`config.mk`:
```
export PLATFORM = sky130hd
export DESIGN_NAME = result_reader
export DESIGN_NICKNAME = d
export VERILOG_FILES = /design/src/rtl/find_pkg.sv /design/src/rtl/result_reader.sv
export SDC_FILE = /design/constraint.sdc
export NUM_CORES = 1
export LEC_CHECK = 0
export ABC_AREA = 1
export BUFFER_PORTS_ARGS = -buffer_cell sky130_fd_sc_hd__buf_4
export CELL_PAD_IN_SITES_DETAIL_PLACEMENT = 0
export CELL_PAD_IN_SITES_GLOBAL_PLACEMENT = 2
export CORE_MARGIN = 2
export CORE_UTILIZATION = 31
export DETAILED_ROUTE_END_ITERATION = 10
export PLACE_DENSITY = 0.84
export SLEW_MARGIN = 15
export SYNTH_ARGS = -nofsm -noshare
export SYNTH_HDL_FRONTEND = slang
export SYNTH_SLANG_ARGS = --single-unit
```
`constraint.sdc`:
```
create_clock -name clk -period 1.6 [get_ports clk]
set_clock_uncertainty 0.1 [all_clocks]
set_input_delay 0.08 -clock clk [delete_from_list [all_inputs] [get_ports clk]]
set_output_delay 0.08 -clock clk [all_outputs]
set_load 0.02 [all_outputs]
```
`src/rtl/find_pkg.sv`:
```
// rtl/find_pkg.sv - shared frame states, header default and byte-count helpers for the result path
package find_pkg;

    typedef enum logic [2:0] {
        S_IDLE,
        S_HDR,
        S_SEQ,
        S_E,
        S_CSUM
    } frame_state_t;

    localparam logic [7:0] HDR_DEFAULT = 8'hA5;

    // Number of whole bytes needed to carry a sequence field of the given width
    function automatic int ns_bytes(input int seq_width);
        return (seq_width + 7) / 8;
    endfunction

    // Number of whole bytes needed to carry an energy field of the given width
    function automatic int ne_bytes(input int e_width);
        return (e_width + 7) / 8;
    endfunction

endpackage

```
`src/rtl/result_reader.sv`:
```
// rtl/result_reader.sv - captures the search result and streams it out as a checksummed byte frame
module result_reader
    import find_pkg::*;
#(
    parameter int         SEQ_WIDTH = 8,
    parameter int         E_WIDTH   = 20,
    parameter logic [7:0] HDR       = HDR_DEFAULT
) (
    input  logic                 clk,
    input  logic                 rst_n,
    input  logic [SEQ_WIDTH-1:0] i_seq,
    input  logic [E_WIDTH-1:0]   i_e,
    input  logic                 i_done,
    input  logic                 i_req,
    output logic [7:0]           o_data,
    output logic                 o_valid,
    input  logic                 i_ready,
    output logic                 o_busy,
    output logic                 o_frame_done
);

    localparam int NS = ns_bytes(SEQ_WIDTH);
    localparam int NE = ne_bytes(E_WIDTH);

    frame_state_t         state_q;
    frame_state_t         state_d;

    logic                 done_q;
    logic                 capture;
    logic                 start;
    logic                 fire;
    logic                 pending_q;
    logic                 frame_done_q;
    logic                 cnt_last;

    logic [SEQ_WIDTH-1:0] seq_q;
    logic [E_WIDTH-1:0]   e_q;

    // The frame in flight is sent from these shadows so that a new capture
    // while busy can update seq_q/e_q without disturbing the bytes on the wire.
    logic [NS*8-1:0]      frame_seq;
    logic [NE*8-1:0]      frame_e;
    logic [NS*8-1:0]      seq_ext;
    logic [NE*8-1:0]      e_ext;

    logic [7:0]           byte_cnt;
    logic [7:0]           csum_q;
    logic [7:0]           seq_byte;
    logic [7:0]           e_byte;

    assign capture      = i_done & ~done_q;
    assign start        = (state_q == S_IDLE) & (capture | i_req | pending_q);
    assign fire         = o_valid & i_ready;
    assign o_busy       = (state_q != S_IDLE);
    assign o_frame_done = frame_done_q;

    assign seq_byte = 8'(frame_seq >> {byte_cnt, 3'b000});
    assign e_byte   = 8'(frame_e >> {byte_cnt, 3'b000});

    // Zero-extend the frame source; on a capture cycle the fresh inputs win over the stale registers
    always_comb begin
        seq_ext                  = '0;
        e_ext                    = '0;
        seq_ext[SEQ_WIDTH-1:0]   = capture ? i_seq : seq_q;
        e_ext[E_WIDTH-1:0]       = capture ? i_e : e_q;
        cnt_last                 = (state_q == S_SEQ) ? (byte_cnt == 8'(NS - 1))
                                                      : (byte_cnt == 8'(NE - 1));
    end

    // FSM state register
    always_ff @(posedge clk or negedge rst_n) begin
        if (!rst_n) begin
            state_q <= S_IDLE;
        end else begin
            state_q <= state_d;
        end
    end

    // FSM next state and stream outputs; every non-idle state offers exactly one byte
    always_comb begin
        state_d = state_q;
        o_valid = 1'b0;
        o_data  = 8'h00;
        case (state_q)
            S_IDLE: begin
                if (start) state_d = S_HDR;
            end
            S_HDR: begin
                o_valid = 1'b1;
                o_data  = HDR;
                if (i_ready) state_d = S_SEQ;
            end
            S_SEQ: begin
                o_valid = 1'b1;
                o_data  = seq_byte;
                if (i_ready && cnt_last) state_d = S_E;
            end
            S_E: begin
                o_valid = 1'b1;
                o_data  = e_byte;
                if (i_ready && cnt_last) state_d = S_CSUM;
            end
            S_CSUM: begin
                o_valid = 1'b1;
                o_data  = csum_q;
                if (i_ready) state_d = S_IDLE;
            end
            default: state_d = S_IDLE;
        endcase
    end

    // Rising-edge detect on i_done and capture of the result in the same cycle
    always_ff @(posedge clk or negedge rst_n) begin
        if (!rst_n) begin
            done_q <= 1'b0;
            seq_q  <= '0;
            e_q    <= '0;
        end else begin
            done_q <= i_done;
            if (capture) begin
                seq_q <= i_seq;
                e_q   <= i_e;
            end
        end
    end

    // One pending flag absorbs any number of captures made while a frame is in flight
    always_ff @(posedge clk or negedge rst_n) begin
        if (!rst_n) begin
            pending_q <= 1'b0;
        end else if (start) begin
            pending_q <= 1'b0;
        end else if (capture && (state_q != S_IDLE)) begin
            pending_q <= 1'b1;
        end
    end

    // Snapshot the result to send when a frame starts
    always_ff @(posedge clk or negedge rst_n) begin
        if (!rst_n) begin
            frame_seq <= '0;
            frame_e   <= '0;
        end else if (start) begin
            frame_seq <= seq_ext;
            frame_e   <= e_ext;
        end
    end

    // Byte index within the sequence or energy field, wrapping at the end of each field
    always_ff @(posedge clk or negedge rst_n) begin
        if (!rst_n) begin
            byte_cnt <= 8'h00;
        end else if (start) begin
            byte_cnt <= 8'h00;
        end else if (fire && ((state_q == S_SEQ) || (state_q == S_E))) begin
            byte_cnt <= cnt_last ? 8'h00 : byte_cnt + 8'h01;
        end
    end

    // Running XOR of the payload bytes as they are accepted; the header is not included
    always_ff @(posedge clk or negedge rst_n) begin
        if (!rst_n) begin
            csum_q <= 8'h00;
        end else if (start) begin
            csum_q <= 8'h00;
        end else if (fire && ((state_q == S_SEQ) || (state_q == S_E))) begin
            csum_q <= csum_q ^ o_data;
        end
    end

    // Completion pulse lands in the first idle cycle after the checksum byte is taken
    always_ff @(posedge clk or negedge rst_n) begin
        if (!rst_n) begin
            frame_done_q <= 1'b0;
        end else begin
            frame_done_q <= fire && (state_q == S_CSUM);
        end
    end

endmodule

```
==> impl_metrics.tcl <==
set metrics [dict create \
    status "finished with violations" \
    violations "negative setup slack" \
    gr-total-overflow 0 \
    slew_headroom_pct 73.21 \
    wl_per_cell_um 15.06 \
    ant_nets 0 \
    initial_utilization_pct 32.08 \
    final_area_um2 6225 \
    clock_path_buffers 2 \
    cts_tree "built" \
    clk_latency_ns 0.34 \
    finalSetupTns_ns -12.87 \
    peakVddDrop_v 0.0008999 \
    worst-endpoint-arrival_ns 1.78 \
    ioPinCount 44 \
    maxCapViolCount 0 \
    path_cells "inv_2, nand3_4, nand2_4, buf_6, nand2_4, nor2_4, nand2_2, nand2_2, buf_6" \
    final_common_cell "nand2_1" \
    hold_ws_ns 0.1656 \
    die_w_um 113.4 \
    yosysTopAreaCell "dfrtp_1" \
    syn_area_per_cell_um2 7.827 \
    drtPass1Iterations 4 \
    drt_iter0_markers 156 \
    tightest_slew_ns 0.4018 \
    synth_area_leaders "dfrtp_1 (53%), nand2_1 (18%), inv_1 (5.0%)" \
    path_clk_slew_ns 0.06 \
    ys_ff_latch 78 \
    post-route-min-period_ns 1.963 \
    fin_crit_sh_pct 122.7 \
    fillers 1037 \
    rsz0062_at_grt "true" \
    routed-via-count 3615 \
    synthCells 474 \
    synth_nets 510 \
    synthDominantCellAreaShare_pct 52.61 \
    cp_slowest_cell "dfrtp_2" \
    path_class "reg2out" \
    grt_first_pass_wirelength_um 19220 \
    die_area_um2 12860 \
    num_antenna_cells 0 \
    cts-root-buf "clkbuf_16" \
    drive_gt1_share_pct 41.72 \
    setup_viol_count_final 57 \
    core_um2 11560 \
    clock-sinks 78 \
    synthDistinctLibCells 27 \
    start_kind "flip-flop" \
    leakage_nw 3.132 \
    hold_path.class "in2async" \
    routed_wirelength_um 11610 \
    yosys_warnings 0 \
    fin_util_pct 53.82 \
    crit_family "simple AND/OR/NAND/NOR gates" \
    drc_errors 0 \
    grt_max_degree 50 \
    vias_per_cell 4.689 \
    htree_levels 3 \
    num-nets-final 659 \
    report.final.slew_viol_count 0 \
    total_power_mw 12.87 \
    fmax_mhz 509.3 \
    first_global_vias 3825 \
    required_ns 1.42 \
    multi_input_area_um2 1937 \
    final_cell_mix "nand2_1 (144), buf_4 (78), dfrtp_1 (75)" \
    areaGrowthSynthToFinish_pct 67.79 \
    seq_area_um2 1956 \
    std_cell_rows 39 \
    antenna_found_initial 0 \
    max_stage_delay_ns 0.46 \
    hold_violations 0 \
    grt_usage_pct 19.21 \
    placed_area_um2 4448 \
    io_buffers 43 \
    numCtsBuffers 9 \
    fp.dieH_um 113.4 \
    crit_buf_inv 3 \
    synth_area_um2 3710 \
    dp_hpwl_um 6778 \
    power_density_nw_per_um2 2068 \
    gp_congestion 0.9137 \
    crit_path_end_kind "output port" \
    crit_path_max_fanout 8 \
    ys_seq_area_share_pct 52.61 \
    setup_ws_ns -0.3634 \
]
cells in the mapped netlist:
master / n
a21oi_1: 11
a31oi_1: 10
buf_1: 1
buf_2: 4
buf_4: 4
buf_6: 3
clkbuf_1: 5
dfrtp_1: 78
ha_1: 3
inv_1: 49
inv_2: 2
nand2_1: 182
nand2_2: 8
nand2_8: 1
nand3_1: 31
nand3_2: 2
nand4_1: 1
nor2_1: 38
nor2_2: 3
nor2_4: 1
nor3_1: 4
o211ai_1: 1
o21ai_0: 26
o21ai_1: 2
o21ai_2: 1
o22ai_1: 2
xor2_1: 1
worst reg2reg max path: stages (launching register included):
cell	delay (ns)
dfrtp_2	0.46
nor2_4	0.21
buf_6	0.13
inv_4	0.03
nor2_4	0.11
nand2_4	0.10
buf_6	0.15
nand2_8	0.06
buf_8	0.13
buf_4	0.12
a31oi_2	0.07
nor3_1	0.16
stage by stage:
step           worst slack (ns)  std cells
4_1_cts                 -0.3023        771
3_5_place_dp            -0.1503        681
2_1_floorplan           0.05051        474
6_report                -0.3634        771
3_3_place_gp            -0.1660        681
5_1_grt                 -0.4402        771
flip-flops by register name, summed over array words and instances (netlist names):
register and count:
done_q 1, e_q 20, seq_q 8, csum_q 8
o_frame_done 1, frame_e 20, byte_cnt 8, pending_q 1
frame_seq 8, state_q 3
per-layer routing:
metal  vias to the layer above  global-route usage, %  part of all wire, %
met3                        23                  2.869                  3.1
met5                         -                      0                    0
met1                      1735                  25.09                   45
li1                       1789                      -                    -
met2                        68                  31.70                   49
met4                         0                  8.780                  2.9
what timing repair did:
action | in CTS | in global routing
hold endpoints to repair | 133 | 0
setup buffers | 35 | 10
pin swaps | 28 | 22
endpoints found under the setup margin | 57 | 57
gates resized for setup | 144 | 68
gates cloned | 11 | 0
hold buffers | 31 | 0
final cells by class:
type	instances	area share (%)
timing repair buffer	154	25.59
sequential	78	31.42
clock inverter	6	1.749
inverter	51	3.417
multi-input combinational	329	31.12
clock buffer	10	3.839
tap	143	2.874
cell families after synthesis:
kind of cell,Yosys count,share of synthesized area [%]
AO/OA/AOI/OAI,53,7.723
XOR/XNOR,1,0.2361
adder cells (fa/ha/maj),3,1.012
buffers and inverters,68,8.027
flip-flops,78,52.61
AND/OR/NAND/NOR,271,30.39
report_power, final:
group	total [mW]	switching [mW]	leakage [nW]	internal [mW]
logic	7.52	3.92	1.98	3.60
registers	2.97	0.406	0.975	2.57
clock network	2.37	0.812	0.172	1.56
total	12.9	5.14	3.13	7.73
worst paths after layout:
check,startpoint,end,slack (ns),depth (start not counted)
setup / recovery,state_q[2],o_data[6],-0.36,9
hold / removal,rst_n,e_q[10],0.17,3
setup reg to reg,state_q[2],byte_cnt[6],-0.32,11
hold reg to reg,seq_q[0],seq_q[0],0.38,2
max in group asynchronous,rst_n,state_q[2],0.86,3
min in group clk,i_req,state_q[2],0.20,5
No activity file was read; power rests on OpenSTA's default activity.
